--- src/rtl/l2_plru_array_if.sv ---
// rtl/l2_plru_array_if.sv - request/response bundle between the L2 pipeline and the PLRU array (flush port under PLRU_FLUSH_EN)
interface l2_plru_if #(
    parameter int NUM_WAYS = 4,
    parameter int NUM_SETS = 8
);
    localparam int WAY_W = $clog2(NUM_WAYS);
    localparam int SET_W = $clog2(NUM_SETS);

    logic             ready;
    logic             update_valid;
    logic [SET_W-1:0] update_set;
    logic [WAY_W-1:0] update_way;
    logic             lookup_valid;
    logic [SET_W-1:0] lookup_set;
    logic             victim_valid;
    logic [WAY_W-1:0] victim_way;
`ifdef PLRU_FLUSH_EN
    logic             flush;

    modport master (
        input  ready, victim_valid, victim_way,
        output update_valid, update_set, update_way, lookup_valid, lookup_set, flush
    );
    modport slave (
        output ready, victim_valid, victim_way,
        input  update_valid, update_set, update_way, lookup_valid, lookup_set, flush
    );
`else
    modport master (
        input  ready, victim_valid, victim_way,
        output update_valid, update_set, update_way, lookup_valid, lookup_set
    );
    modport slave (
        output ready, victim_valid, victim_way,
        input  update_valid, update_set, update_way, lookup_valid, lookup_set
    );
`endif
endinterface

--- src/rtl/l2_plru_array.sv ---
// rtl/l2_plru_array.sv - per-set tree pseudo-LRU store with init sweep and same-cycle forwarding (optional PLRU_FLUSH_EN)
module l2_plru_array #(
    parameter int NUM_WAYS = 4,
    parameter int NUM_SETS = 8
) (
    input  logic   clk,
    input  logic   rst,
    l2_plru_if.slave bus
);
    localparam int WAY_W  = $clog2(NUM_WAYS);
    localparam int SET_W  = $clog2(NUM_SETS);
    localparam int TREE_W = NUM_WAYS - 1;
    localparam logic [SET_W-1:0] SWEEP_LAST = SET_W'(NUM_SETS - 1);

    typedef enum logic {ST_INIT, ST_RUN} state_t;

    state_t            state_q;
    logic [SET_W-1:0]  sweep_q;
    logic              ready_q;
    logic              victim_valid_q;
    logic [WAY_W-1:0]  victim_way_q;
    logic [TREE_W-1:0] tree_q [NUM_SETS];

    logic              flush_req;
    logic              run_ok;
    logic              upd_en;
    logic [TREE_W-1:0] update_tree;
    logic [TREE_W-1:0] lookup_tree;

    // Walk root to leaf, recording the direction taken at each node on the path.
    function automatic logic [TREE_W-1:0] plru_update(input logic [TREE_W-1:0] bits,
                                                      input logic [WAY_W-1:0]  way);
        logic [TREE_W-1:0] res;
        int node;
        int dir;
        res  = bits;
        node = 0;
        for (int l = WAY_W - 1; l >= 0; l--) begin
            dir = (int'(way) >> l) & 1;
            for (int n = 0; n < TREE_W; n++) begin
                if (n == node) res[n] = dir[0];
            end
            node = 2 * node + 1 + dir;
        end
        return res;
    endfunction

    // Walk root to leaf against each node bit; the leaf reached is the victim.
    function automatic logic [WAY_W-1:0] plru_victim(input logic [TREE_W-1:0] bits);
        int   node;
        logic b;
        node = 0;
        for (int l = 0; l < WAY_W; l++) begin
            b = 1'b0;
            for (int n = 0; n < TREE_W; n++) begin
                if (n == node) b = bits[n];
            end
            node = 2 * node + 1 + (b ? 0 : 1);
        end
        return WAY_W'(node - (NUM_WAYS - 1));
    endfunction

`ifdef PLRU_FLUSH_EN
    assign flush_req = bus.flush;
`else
    assign flush_req = 1'b0;
`endif

    // A flush cycle swallows any update or lookup presented with it.
    assign run_ok      = (state_q == ST_RUN) && !flush_req;
    assign upd_en      = run_ok && bus.update_valid;
    assign update_tree = plru_update(tree_q[bus.update_set], bus.update_way);

    // Forward a same-set update so the victim reflects the access just made.
    always_comb begin
        lookup_tree = tree_q[bus.lookup_set];
        if (upd_en && (bus.update_set == bus.lookup_set)) begin
            lookup_tree = plru_update(tree_q[bus.lookup_set], bus.update_way);
        end
    end

    // Control FSM: init sweep sequencing, ready and registered victim response.
    always_ff @(posedge clk or posedge rst) begin
        if (rst) begin
            state_q        <= ST_INIT;
            sweep_q        <= '0;
            ready_q        <= 1'b0;
            victim_valid_q <= 1'b0;
            victim_way_q   <= '0;
        end else begin
            case (state_q)
                ST_INIT: begin
                    victim_valid_q <= 1'b0;
                    sweep_q        <= sweep_q + 1'b1;
                    if (sweep_q == SWEEP_LAST) begin
                        state_q <= ST_RUN;
                        ready_q <= 1'b1;
                    end
                end
                default: begin
                    if (flush_req) begin
                        state_q        <= ST_INIT;
                        sweep_q        <= '0;
                        ready_q        <= 1'b0;
                        victim_valid_q <= 1'b0;
                    end else begin
                        victim_valid_q <= bus.lookup_valid;
                        if (bus.lookup_valid) begin
                            victim_way_q <= plru_victim(lookup_tree);
                        end
                    end
                end
            endcase
        end
    end

    // Tree storage: cleared one set per cycle while sweeping, otherwise takes updates.
    always_ff @(posedge clk) begin
        if (state_q == ST_INIT) begin
            tree_q[sweep_q] <= '0;
        end else if (upd_en) begin
            tree_q[bus.update_set] <= update_tree;
        end
    end

    assign bus.ready        = ready_q;
    assign bus.victim_valid = victim_valid_q;
    assign bus.victim_way   = victim_way_q;

endmodule

--- src/flat_wrapper.sv ---
// flat-port wrapper written by rule: the top's interface ports become plain ports
module l2_plru_array_flat 
#(
    parameter int NUM_WAYS = 4,
    parameter int NUM_SETS = 8
)
  (clk, rst, bus_ready, bus_victim_valid, bus_victim_way, bus_update_valid, bus_update_set, bus_update_way, bus_lookup_valid, bus_lookup_set);
  l2_plru_if #(.NUM_WAYS(NUM_WAYS), .NUM_SETS(NUM_SETS)) bus_i ();
  input  logic clk;
  input  logic rst;
  output wire logic [$bits(bus_i.ready)-1:0] bus_ready;
  output wire logic [$bits(bus_i.victim_valid)-1:0] bus_victim_valid;
  output wire logic [$bits(bus_i.victim_way)-1:0] bus_victim_way;
  input wire logic [$bits(bus_i.update_valid)-1:0] bus_update_valid;
  input wire logic [$bits(bus_i.update_set)-1:0] bus_update_set;
  input wire logic [$bits(bus_i.update_way)-1:0] bus_update_way;
  input wire logic [$bits(bus_i.lookup_valid)-1:0] bus_lookup_valid;
  input wire logic [$bits(bus_i.lookup_set)-1:0] bus_lookup_set;
  assign bus_ready = bus_i.ready;
  assign bus_victim_valid = bus_i.victim_valid;
  assign bus_victim_way = bus_i.victim_way;
  assign bus_i.update_valid = bus_update_valid;
  assign bus_i.update_set = bus_update_set;
  assign bus_i.update_way = bus_update_way;
  assign bus_i.lookup_valid = bus_lookup_valid;
  assign bus_i.lookup_set = bus_lookup_set;
  l2_plru_array #(.NUM_WAYS(NUM_WAYS), .NUM_SETS(NUM_SETS)) u_core (.clk(clk), .rst(rst), .bus(bus_i));
endmodule
--- config.mk ---
export PLATFORM = sky130hd
export DESIGN_NAME = l2_plru_array_flat
export DESIGN_NICKNAME = d
export VERILOG_FILES = /design/src/rtl/l2_plru_array_if.sv /design/src/rtl/l2_plru_array.sv /design/src/flat_wrapper.sv
export SDC_FILE = /design/constraint.sdc
export NUM_CORES = 1
export LEC_CHECK = 0
export BUFFER_PORTS_ARGS = -buffer_cell sky130_fd_sc_hd__buf_2
export CAP_MARGIN = 20
export CORE_MARGIN = 5
export CORE_UTILIZATION = 44
export CTS_BUF_LIST = sky130_fd_sc_hd__clkbuf_8 sky130_fd_sc_hd__clkbuf_16
export CTS_CLUSTER_SIZE = 28
export DETAILED_ROUTE_END_ITERATION = 12
export GPL_TIMING_DRIVEN = 0
export HOLD_SLACK_MARGIN = 0.1
export PLACE_DENSITY = 0.64
export SYNTH_ARGS = -nofsm -noshare
export SYNTH_HDL_FRONTEND = slang
export SYNTH_SLANG_ARGS = --single-unit
export TNS_END_PERCENT = 50
--- constraint.sdc ---
create_clock -name clk -period 3.71 [get_ports clk]
set_clock_uncertainty 0.05 [all_clocks]
set_input_delay 0.742 -clock clk [delete_from_list [all_inputs] [get_ports clk]]
set_output_delay 0.742 -clock clk [all_outputs]
set_load 0.1 [all_outputs]
==> impl_metrics.json <==
{
  "status": "finished, final reports clean",
  "numClockSinks": 32,
  "cts_setup_buffers": 0,
  "die_w_um": 69.8,
  "dieArea_sq_um": 4870,
  "syn-num-nets": 142,
  "ys_types": 30,
  "required_ns": 3.64,
  "ctsHoldBuffers": 0,
  "leakage_nw": 0.704,
  "worstHoldPathType": "in2async",
  "syn_inst": 128,
  "synth.most_common_cell": "nor2_1",
  "start_util_pct": 46.4,
  "worst_pin_slew_ns": 0.578,
  "antenna_left": 0,
  "fin_area_sq_um": 1800,
  "cp-end-kind": "register",
  "grt_usage_pct": 12.8,
  "peakVddDrop_v": 0.000159,
  "setup_viol": 0,
  "cts.clk_slew.worst_paths_ns": 0.07,
  "insertion_delay_ns": 0.28,
  "synth_flop_cell": "edfxtp_1",
  "yosysSeqAreaShare_pct": 58.5,
  "timing.final.max_slew_violations": 0,
  "multiInputGateArea_sq_um": 606,
  "r2r_start": "u_core.tree_q[4][0]$_DFFE_PP_",
  "cp_max_fo": 10,
  "synthArstFlopShare_pct": 25.0,
  "fin_crit_sh_pct": 59.8,
  "postCtsResizedCells": 0,
  "grt_max_degree": 17,
  "synth-seq-cells": 32,
  "io_pins": 16,
  "synth_edf_count": 24,
  "drc": 0,
  "maxCapViolations": 0,
  "avgSynthCellArea_sq_um": 12.3,
  "clock-root-buffer": "clkbuf_8",
  "portBuffers": 11,
  "clockBufferDepth": 2,
  "synth.top_cell.area_share_pct": 45.8,
  "use_met3_pct": 5.36,
  "ys_top_cells_by_count": "28 x nor2_1, 24 x edfxtp_1, 8 x dfrtp_1, 8 x nand2_1",
  "use_met1_pct": 15.2,
  "drt_wl_total_um": 2690,
  "antenna_found_initial": 0,
  "p_comb_share_pct": 11.6,
  "yosys_warnings": 0,
  "fin_ws_ns": 1.49,
  "fin_nets": 160,
  "h-tree-depth": 2,
  "core_area_sq_um": 3390,
  "grt_pass1_wl_um": 4750,
  "pwr-share-seq_pct": 48.6,
  "cts_tree": "built",
  "power_density_nw_per_um2": 450,
  "dp_cells": 185,
  "hold_violations": 0,
  "wl_per_cell_um": 13.9,
  "grt_pass1_vias": 1045,
  "relSlewSlack_pct": 61.5,
  "cts_buffers": 5,
  "viasPerCell": 5.21,
  "worstSetupStartpoint": "bus_update_valid",
  "syn-cell-area_sq_um": 1570,
  "synthTopCellsByArea": "edfxtp_1 46%, dfrtp_1 13%, nor2_1 6.7%",
  "num_antenna_cells": 0,
  "gp_congestion": 0.850,
  "fin_crit_ns": 2.22,
  "intPower_mw": 0.618,
  "num_rows": 21,
  "hpwl_um": 2070,
  "grt-ovfl-total": 0,
  "syn_to_final_growth_pct": 14.2,
  "die_h_um": 69.8,
  "post-place-ws_ns": 1.21,
  "seq_area_sq_um": 921,
  "slowest_delay_ns": 0.39,
  "placed_area_sq_um": 1690,
  "cp_num_buf_inv": 2,
  "busiest_layer": "met2",
  "crit_chain": "clkbuf_1 -> and2_1 -> buf_2 -> mux2i_1 -> nand2_1 -> nor2_1",
  "crit_type": "in2reg",
  "clock_power_share_pct": 39.8,
  "crit_path_top_delay_cell": "mux2i_1",
  "synth_top_cell_by_area": "edfxtp_1",
  "fillers": 290,
  "vias": 1006,
  "holdWs_ns": 0.339,
  "drt_iter0_drc": 31,
  "layout-drive-gt1-share_pct": 21.1,
  "setup_tns_ns": 0,
  "instances_no_fill": 193,
  "fmax_mhz": 451,
  "power_switching_mw": 0.192,
  "cp_top_family": "simple AND/OR/NAND/NOR gates",
  "startpoint_type": "input pin",
  "first_pass_iters": 4,
  "swShare_pct": 23.7,
  "grtUsageMet2_pct": 20.3,
  "arrival_ns": 2.15,
  "rsz0062_at_grt": "false"
}
-- per-stage QoR --
| stage | power (mW) | util [%] |
|---|---|---|
| finish | 0.810 | 53.0 |
| global route | 0.848 | 53.0 |
| CTS | 0.820 | 53.0 |
| detailed placement | 0.496 | 49.8 |
| global placement | 0.494 | 49.8 |
| floorplan | 0.475 | - |
-- power groups by stage --
stage | clock network [mW] | logic (mW) | registers (mW)
final | 0.322 | 0.0941 | 0.393
after global routing | 0.352 | 0.103 | 0.394
after CTS | 0.332 | 0.0952 | 0.393
after detailed placement | 0 | 0.0952 | 0.401
after global placement | 0 | 0.0940 | 0.400
after floorplan | 0 | 0.0444 | 0.430
-- path summary, 6_finish.rpt --
path,slack (ns),end,depth (start not counted)
min in group clk,0.41,u_core.bus.ready$_DFFE_PP0P_,1
worst min register to register,0.41,u_core.bus.ready$_DFFE_PP0P_,1
worst max register to register,1.81,u_core.bus.victim_way[0]$_DFFE_PP0P_,4
worst min-delay path,0.34,u_core.run_ok$_DFF_PP0_,2
max in group asynchronous,3.04,u_core.bus.victim_way[0]$_DFFE_PP0P_,2
worst max-delay path,1.49,u_core.tree_q[3][1]$_DFFE_PP_,6
-- metal layers --
layer | routed length (um) | vias to the layer above
li1 | - | 494
met1 | 1150 | 478
met5 | 0 | -
met4 | 46 | 0
met3 | 182 | 5
met2 | 1310 | 29
-- logic make-up (layout without fill, tap and decap cells) --
family                   Yosys count  after routing  share of synthesized area [%]
AND/OR/NAND/NOR                   54             54                           16.1
AO/OA/AOI/OAI                     10             10                           3.97
flip-flops                        32             32                           58.5
XOR/XNOR                           4              4                           2.23
adder cells (fa/ha/maj)            2              2                           1.59
multiplexers                      16             16                           14.5
buffers and inverters             10             29                           3.02
-- flip-flops by register name, summed over array words and instances (netlist names) --
register and count:
u_core.tree_q 24, u_core.sweep_q 3, u_core.bus.victim_way 2, u_core.run_ok 1, u_core.bus.ready 1, u_core.bus.victim_valid 1
-- final cells by class --
class | count | area share [%]
Timing Repair Buffer | 11 | 3.06
Inverter | 3 | 0.626
Sequential cell | 32 | 51.2
Clock inverter | 3 | 2.37
Multi-Input combinational cell | 86 | 33.7
Tap cell | 46 | 3.20
Clock buffer | 5 | 3.83
Buffer | 7 | 2.02
-- placed cells by master (no fill, tap or decap), types with 2 or more instances in the layout --
master | Yosys | final
nor2_1 | 28 | 28
edfxtp_1 | 24 | 24
buf_2 | 2 | 13
nand2_1 | 8 | 8
dfrtp_1 | 8 | 8
mux2_2 | 5 | 5
mux2i_1 | 5 | 5
clkbuf_8 | 0 | 5
clkbuf_1 | 4 | 4
nand2b_1 | 4 | 4
xnor2_1 | 4 | 4
inv_1 | 3 | 3
o21ai_0 | 3 | 3
a21oi_1 | 3 | 3
and2_1 | 2 | 2
mux4_2 | 2 | 2
or2_1 | 2 | 2
nand3b_1 | 2 | 2
a41oi_1 | 2 | 2
mux4_1 | 2 | 2
nand4_1 | 2 | 2
and3_1 | 2 | 2
nand4b_1 | 2 | 2
ha_1 | 2 | 2
(Power assumes the default switching activity.)
